===== src/rtl/vram_line_fetcher.sv =====
// VRAM line fetcher: streams one scanline from the single-port VRAM into a small pixel FIFO
// and slots CPU byte writes into the RAM cycles that the fetch leaves unused.
module vram_line_fetcher #(
    parameter int FIFO_DEPTH = 8,
    parameter int LEN_WIDTH  = 8
) (
    input  logic                 clk,
    input  logic                 reset,
    input  logic                 line_start,
    input  logic [14:0]          line_base,
    input  logic [LEN_WIDTH-1:0] line_length,
    output logic                 busy,
    output logic                 line_done,
    output logic [7:0]           pixel_data,
    output logic                 pixel_valid,
    input  logic                 pixel_ready,
    input  logic                 cpu_write_req,
    input  logic [14:0]          cpu_addr,
    input  logic [7:0]           cpu_data,
    output logic                 cpu_write_ack,
    output logic [14:0]          ram_addr,
    output logic                 ram_write_enable,
    output logic [7:0]           ram_data_in,
    input  logic [7:0]           ram_data_out
);
    localparam int PTR_W = $clog2(FIFO_DEPTH);
    localparam int CNT_W = PTR_W + 1;
    localparam logic [CNT_W-1:0] DEPTH_C = CNT_W'(FIFO_DEPTH);

    typedef enum logic [1:0] {
        IDLE,
        FETCH,
        DRAIN
    } state_t;

    state_t               state_q, state_d;
    logic [14:0]          fetch_addr_q, fetch_addr_d;
    logic [LEN_WIDTH-1:0] remaining_q, remaining_d;
    logic                 inflight_q, inflight_d;
    logic                 line_done_q, line_done_d;
    logic [PTR_W-1:0]     wr_ptr_q, wr_ptr_d;
    logic [PTR_W-1:0]     rd_ptr_q, rd_ptr_d;
    logic [CNT_W-1:0]     count_q, count_d;
    logic [7:0]           fifo_mem_q [FIFO_DEPTH];
    logic [7:0]           fifo_mem_d [FIFO_DEPTH];

    logic                 start;
    logic                 pop;
    logic                 push;
    logic                 issue;
    logic                 grant;
    logic [CNT_W-1:0]     count_after_pop;

    // A restart wins over everything: the pop is lost with the flush and the returning
    // read belongs to the abandoned line, so it is simply not pushed.
    assign start           = line_start && !reset;
    assign pop             = pixel_valid && pixel_ready && !start;
    assign push            = inflight_q && !start;
    assign count_after_pop = count_q - CNT_W'(pop);

    assign busy        = (state_q != IDLE);
    assign line_done   = line_done_q;
    assign pixel_valid = (count_q != '0);
    assign pixel_data  = fifo_mem_q[rd_ptr_q];

    always_ff @(posedge clk) begin
        if (reset) begin
            state_q <= IDLE;
        end else begin
            state_q <= state_d;
        end
    end

    always_comb begin
        state_d = state_q;
        if (start) begin
            state_d = (line_length == '0) ? IDLE : FETCH;
        end else begin
            case (state_q)
                FETCH: begin
                    if (issue && (remaining_q == LEN_WIDTH'(1))) begin
                        state_d = DRAIN;
                    end
                end
                DRAIN: begin
                    if (push) begin
                        state_d = IDLE;
                    end
                end
                default: state_d = state_q;
            endcase
        end
    end

    // A read is only issued when a FIFO slot is reserved for it, counting the read
    // already in flight, so a returning byte always has somewhere to go.
    always_comb begin
        issue = !reset && !start && (state_q == FETCH) && (remaining_q != '0) &&
                ((count_after_pop + CNT_W'(inflight_q)) < DEPTH_C);
        grant = !reset && !start && !issue && cpu_write_req;

        ram_addr         = fetch_addr_q;
        ram_write_enable = 1'b0;
        ram_data_in      = 8'h00;
        if (grant) begin
            ram_addr         = cpu_addr;
            ram_write_enable = 1'b1;
            ram_data_in      = cpu_data;
        end
        cpu_write_ack = grant;
    end

    always_comb begin
        fetch_addr_d = fetch_addr_q;
        remaining_d  = remaining_q;
        inflight_d   = issue;
        line_done_d  = (state_q == DRAIN) && push;
        wr_ptr_d     = wr_ptr_q;
        rd_ptr_d     = rd_ptr_q;
        count_d      = count_q;
        fifo_mem_d   = fifo_mem_q;

        if (start) begin
            fetch_addr_d = line_base;
            remaining_d  = line_length;
            wr_ptr_d     = '0;
            rd_ptr_d     = '0;
            count_d      = '0;
            line_done_d  = (line_length == '0);
        end else begin
            if (issue) begin
                fetch_addr_d = fetch_addr_q + 15'd1;
                remaining_d  = remaining_q - LEN_WIDTH'(1);
            end
            if (push) begin
                fifo_mem_d[wr_ptr_q] = ram_data_out;
                wr_ptr_d             = wr_ptr_q + PTR_W'(1);
            end
            if (pop) begin
                rd_ptr_d = rd_ptr_q + PTR_W'(1);
            end
            count_d = count_after_pop + CNT_W'(push);
        end
    end

    always_ff @(posedge clk) begin
        if (reset) begin
            fetch_addr_q <= '0;
            remaining_q  <= '0;
            inflight_q   <= 1'b0;
            line_done_q  <= 1'b0;
            wr_ptr_q     <= '0;
            rd_ptr_q     <= '0;
            count_q      <= '0;
        end else begin
            fetch_addr_q <= fetch_addr_d;
            remaining_q  <= remaining_d;
            inflight_q   <= inflight_d;
            line_done_q  <= line_done_d;
            wr_ptr_q     <= wr_ptr_d;
            rd_ptr_q     <= rd_ptr_d;
            count_q      <= count_d;
        end
    end

    // FIFO storage holds only data; the pointers and count decide what is valid.
    always_ff @(posedge clk) begin
        fifo_mem_q <= fifo_mem_d;
    end

endmodule


===== config.mk =====
export PLATFORM = sky130hd
export DESIGN_NAME = vram_line_fetcher
export DESIGN_NICKNAME = d
export VERILOG_FILES = /design/src/rtl/vram_line_fetcher.sv
export SDC_FILE = /design/constraint.sdc
export NUM_CORES = 1
export LEC_CHECK = 0
export BUFFER_PORTS_ARGS = -buffer_cell sky130_fd_sc_hd__buf_2
export CELL_PAD_IN_SITES_DETAIL_PLACEMENT = 1
export CELL_PAD_IN_SITES_GLOBAL_PLACEMENT = 1
export CORE_MARGIN = 3
export CORE_UTILIZATION = 44
export DETAILED_ROUTE_END_ITERATION = 12
export GPL_TIMING_DRIVEN = 0
export PLACE_DENSITY = 0.88
export SLEW_MARGIN = 20
export SYNTH_ARGS = -nofsm -noshare
export SYNTH_HDL_FRONTEND = slang
export SYNTH_SLANG_ARGS = --single-unit

===== constraint.sdc =====
create_clock -name clk -period 4.34 [get_ports clk]
set_clock_uncertainty 0.2 [all_clocks]
set_input_delay 0.434 -clock clk [delete_from_list [all_inputs] [get_ports clk]]
set_output_delay 0.434 -clock clk [all_outputs]
set_load 0.02 [all_outputs]

=== Word level (Yosys, flattened, before mapping) ===
Index checks and enable logic that the tools add are counted.

* Input bits: 59
* Word-level logic and storage cells: 79
* Register bits after elaboration: 101

* Equality and inequality tests: 5
* Mux-type cells: 19
* Reductions and logical operators: 25
* Bitwise logic cells: 3
* $add $sub $neg: 7
* Magnitude comparators: 4

{| class="wikitable"
|+ Operators with widths
! kind !! number
|-
| 64-bit bitwise mux || 1
|-
| 8-bit 2-to-1 mux || 6
|-
| 15-bit 2-to-1 mux || 3
|-
| 8-bit binary-select mux with 3-bit select || 1
|-
| 8-bit demux with 3-bit select || 1
|-
| 15-bit by 1-bit adder with 15-bit output, second input constant || 1
|-
| 1-bit logical AND || 13
|-
| 4-bit by 1-bit adder with 4-bit output || 2
|-
| 8-bit by 1-bit == test with 1-bit output, second input constant || 1
|-
| 4-bit greater-or-equal comparator, second input constant || 2
|-
| 8-bit zero test || 1
|-
| 3-bit inverter with 4-bit output || 2
|-
| 8-bit nonzero test || 1
|-
| 8-bit by 1-bit subtractor with 8-bit output, second input constant || 1
|-
| 3-bit by 1-bit adder with 3-bit output, second input constant || 2
|-
| 2-bit 2-to-1 mux || 3
|-
| 3-bit != test, second input constant || 2
|-
| 4-bit by 1-bit less-than comparator with 1-bit output, second input constant || 1
|-
| 4-bit less-than comparator, second input constant || 1
|-
| 2-bit case mux with 2 select lines || 1
|-
| 2-bit nonzero test || 2
|-
| 4-bit nonzero test || 1
|-
| 4-bit by 1-bit subtractor with 4-bit output || 1
|-
| 1-bit zero test || 3
|-
| other kinds (8) || 10
|}

=== Logic depth before layout (Yosys ltp) ===
* Word-level depth: 12
* Mapped depth: 12
* Mapped depth without buffers: 9

=== Least setup slack after synthesis ===
Ideal clock, no wire load.

* Path type: flip-flop to output port
* From: register count_q[1]
* To: output ram_addr[13]
* Arrival time: 3.030 ns
* Cell stages (with the launch flop): 11
* Path slack: 0.676 ns
* Path buffers: 1
* Required time: 3.706 ns
* Cells stage by stage: dfxtp_1 o41ai_1 nor2_1 ha_1 ha_1 nor3b_1 a21oi_1 mux2_2 a21oi_2 buf_2 mux2_1

* Cells in the longest elaborated chain, start to end: 11

{| class="wikitable"
|+ Ends and longest elaborated chain
! what !! line !! RTL
|-
| start, declared || 43 || <nowiki>logic [CNT_W-1:0] count_q, count_d;</nowiki>
|-
| start signal, assigned || 162 || <nowiki>count_q <= count_d;</nowiki>
|-
| 4-bit nonzero test || 63 || <nowiki>assign pixel_valid = (count_q != '0);</nowiki>
|-
| 1-bit logical AND (2 in a row) || 57 || <nowiki>assign pop = pixel_valid && pixel_ready && !start;</nowiki>
|-
| named net pop || 48 || <nowiki>logic pop;</nowiki>
|-
| 4-bit by 1-bit subtractor with 4-bit output || 59 || <nowiki>assign count_after_pop = count_q - CNT_W'(pop);</nowiki>
|-
| 4-bit by 1-bit adder with 4-bit output || 99 || <nowiki>((count_after_pop + CNT_W'(inflight_q)) < DEPTH_C);</nowiki>
|-
| 4-bit less-than comparator || 99 ||
|-
| 1-bit logical AND || 98 || <nowiki>issue = !reset && !start && (state_q == FETCH) && (remaining_q != '0) &&</nowiki>
|-
| 1-bit zero test || 100 || <nowiki>grant = !reset && !start && !issue && cpu_write_req;</nowiki>
|-
| 1-bit logical AND (2 in a row) || 100 ||
|-
| named net cpu_write_ack || 20 || <nowiki>output logic cpu_write_ack,</nowiki>
|-
| 15-bit 2-to-1 mux || 105 || <nowiki>if (grant) begin</nowiki>
|-
| end, declared || 21 || <nowiki>output logic [14:0] ram_addr,</nowiki>
|}

The timed path passes the listed nets, and every way through them passes these cells.

=== Final worst setup path ===
* From: register count_q[1]
* To: output ram_addr[7]

* Cells in the longest elaborated chain, start to end: 11

{| class="wikitable"
|+ Ends and longest elaborated chain
! what !! line
|-
| 4-bit nonzero test || 63
|-
| 1-bit logical AND (2 in a row) || 57
|-
| named net pop || 48
|-
| 4-bit by 1-bit subtractor with 4-bit output || 59
|-
| 4-bit by 1-bit adder with 4-bit output || 99
|-
| 4-bit less-than comparator || 99
|-
| 1-bit logical AND || 98
|-
| 1-bit zero test || 100
|-
| 1-bit logical AND (2 in a row) || 100
|-
| 15-bit 2-to-1 mux || 105
|}

The timed path passes the listed nets, and every way through them passes these cells.

==> metrics.txt <==
Die Wd=111.3 um; maxcap violations=0; synthesized area=4877 um2; # fillers=1177; status=finished, final reports clean; Post-DP HPWL=10.13 mm; HP Class=in2reg; Top FF cell, synth=edfxtp_1; drt first-iter violations=243; reg2reg start=count_q[1]$_SDFF_PN0_; post-synthesis instance total=397; deepest clock path buffer count=2; Synth Area in Simple Gates=0.1637; xor/xnor cell area share of the yosys netlist=0.01411; pwr dens=319.0 nW/um2; Peak VDD IR=between 0.00015 and 0.0002 V; fin crit share=0.9523; H-tree depth=3; setup TNS=0 ns; reg2reg path depth=11; CP endpoint kind=output port; Critical Path Fanout Max=10; CTS Buf Count=9; Seq/Total Area, Yosys=0.5459; syn avg cell area=roughly 12 um2; min Tclk post-route=4.133 ns; final hold violations=0; final setup fails=0; gr ovfl total=0; register area=around 2700 um2; syn nets=466; Adder-Cell Fraction of Synth Area=0.02565; Max Clk Rate=242.0 MHz; Synth area leaders=edfxtp_1 (39%), dfxtp_1 (15%), mux4_2 (7.4%); drt first pass iters=5; Yosys reg bits=101; antenna viol nets, final=0; CP Data Required Time=3.71 ns; multiplexer share of the synthesized area=0.1334; total track usage=0.2191; DR vias/cell=5.977; setup slack, reg-to-reg=0.80 ns; IO Count=95; count leader, synth=edfxtp_1; # diodes=0; TritonCTS Sinks=about 100; maximum number of pins on one net before global-route repair=17; Worst Max-Slew Pin Slew=0.9642 ns; final core utilization=0.5424; initial core utilization=0.4621; most instantiated cells after synthesis=edfxtp_1 (64), dfxtp_1 (37), nor2_1 (35); clk slew on worst S/H paths=0.10 ns; Placer Congestion=0.7781; CP endpoint=ram_addr[7]; share of cells above drive strength 1=0.3109; synth-to-layout area growth=17.39%; post-synth top area cell=edfxtp_1; arrival time at the worst endpoint=~3.5 ns; area share of the largest cell type after synthesis=0.3940; initial antenna violation count=0; Post-synth ARST share=0; beginning of the critical path=count_q[1]$_SDFF_PN0_; site row count=37; core area=10560 um2; main combinational cell family by area after synthesis=simple AND/OR/NAND/NOR gates; clock root buffer=clkbuf_8; vias in the first global route=4136; Avg WL per Cell=21.43 um; compound-gate portion of the synthesized area=0.08261; Yosys warning count=0; via count=between 3000 and 4000; leakage=about 2.1 nW; # port buffers=93; worst hold margin=0.1045 ns; first-pass GRT wire length=21.58 mm; CTS tree=done; hold_buf cts=0; Slew headroom=0.3548; DRC=0; crit path kind=reg2out; Pins Over Slew Limit=0; FF-to-FF End=remaining_q[0]$_SDFFE_PP0P_; final wirelength=between 10 and 15 mm; Cell variety after synth=56; die area=12380 um2; multi-input logic area=2095 um2; number of synthesized flops with an enable pin=between 60 and 70; Nets=570; CP Launch Type=register; die height=111.3 um; clock latency on the worst-skew pair=around 0.36 ns
[stage by stage]
| stage | instance area (um2) | total power [mW] | std cells | setup slack [ns] |
|---|---|---|---|---|
| 6_report | 5725 | 1.826 | 641 | 0.2070 |
| 3_3_place_gp | 5513 | 1.297 | 626 | 0.1705 |
| 4_1_cts | 5702 | 1.827 | 641 | 0.05521 |
| 5_1_grt | 5725 | 1.895 | 641 | -0.009856 |
| 2_1_floorplan | 4877 | 1.212 | 397 | 0.6758 |
| 3_5_place_dp | 5523 | 1.313 | 626 | 0.1253 |
[area by class of cell]
class	count	share of cell area
sequential	101	0.4650
multi-input combinational	259	0.3658
timing repair buffer	93	0.08129
tap	136	0.02972
clock buffer	10	0.02229
buffer	23	0.02032
inverter	14	0.009178
clock inverter	5	0.006337
[worst max-delay path, cell delays in order, from the launching register on]
cell	delay (ns)
dfxtp_1	0.37
o41ai_4	0.43
nor2_1	0.12
ha_1	0.21
ha_1	0.30
nor3b_2	0.20
a21oi_1	0.11
mux2_2	0.39
a21oi_4	0.25
buf_4	0.23
mux2_1	0.34
buf_2	0.16
[flip-flops by register name, summed over array words and instances, names as in the netlist]
name,count
count_q,4
fetch_addr_q,15
fifo_mem_q,64
inflight_q,1
line_done,1
rd_ptr_q,3
remaining_q,8
state_q,2
wr_ptr_q,3
[where the power goes]
group          switching, mW  leakage (nW)  internal (mW)
clock network          0.322        0.0764          0.207
logic                  0.147          1.15         0.0885
registers             0.0242         0.879           1.04
[layer usage]
metal / vias up / GRT usage / wire [um]
met4: 0 / 0.07380 / 213
met3: 18 / 0.03439 / 812
li1: 1735 / - / -
met2: 162 / 0.3868 / 7196
met5: - / 0 / 0
met1: 1916 / 0.2737 / 5517
[what timing repair did]
item / CTS / global route
endpoints found under the setup margin: 18 / 15
gates resized for setup: 2 / 3
cloned: 0 / 0
endpoints found under the hold margin: 0 / 0
pin swaps: 0 / 1
buffers inserted: 0 / 0
[layout by cell type, fill, tap and decap left out, types with 4 or more instances in the layout]
| cell | count |
|---|---|
| a21oi_1 | 6 |
| a311oi_1 | 4 |
| a31oi_1 | 11 |
| and2_1 | 11 |
| buf_2 | 96 |
| clkbuf_1 | 15 |
| clkbuf_8 | 9 |
| dfxtp_1 | 37 |
| edfxtp_1 | 64 |
| ha_1 | 10 |
| inv_1 | 14 |
| mux2_1 | 11 |
| mux2_2 | 13 |
| mux4_2 | 16 |
| nand2_1 | 32 |
| nand2b_1 | 4 |
| nand3_1 | 7 |
| nand4_1 | 16 |
| nor2_1 | 35 |
| nor4_1 | 5 |
| nor4b_1 | 4 |
| o211ai_1 | 5 |
| o21a_1 | 4 |
| or4_1 | 8 |
| xor2_1 | 4 |
[worst min-delay path by stage]
stage | from | end | cells after the start
2_1_floorplan | wr_ptr_q[0]$_SDFFE_PN0P_ | wr_ptr_q[0]$_SDFFE_PN0P_ | 2
3_3_place_gp | wr_ptr_q[0]$_SDFFE_PN0P_ | wr_ptr_q[0]$_SDFFE_PN0P_ | 2
3_5_place_dp | state_q[1]$_SDFFE_PP0P_ | state_q[1]$_SDFFE_PP0P_ | 2
4_1_cts | line_base[0] | fetch_addr_q[0]$_SDFFE_PP0P_ | 2
5_1_grt | line_base[0] | fetch_addr_q[0]$_SDFFE_PP0P_ | 2
6_report | line_base[14] | fetch_addr_q[14]$_SDFFE_PP0P_ | 3
[logic make-up (layout without fill, tap and decap cells)]
| group | count (synthesis) | count (layout) |
|---|---|---|
| multiplexers | 42 | 42 |
| flip-flops | 101 | 101 |
| adder cells (fa/ha/maj) | 10 | 10 |
| AO/OA/AOI/OAI | 53 | 53 |
| buffers and inverters | 37 | 145 |
| XOR/XNOR | 7 | 7 |
| AND/OR/NAND/NOR | 147 | 147 |
(Power assumes the default switching activity.)
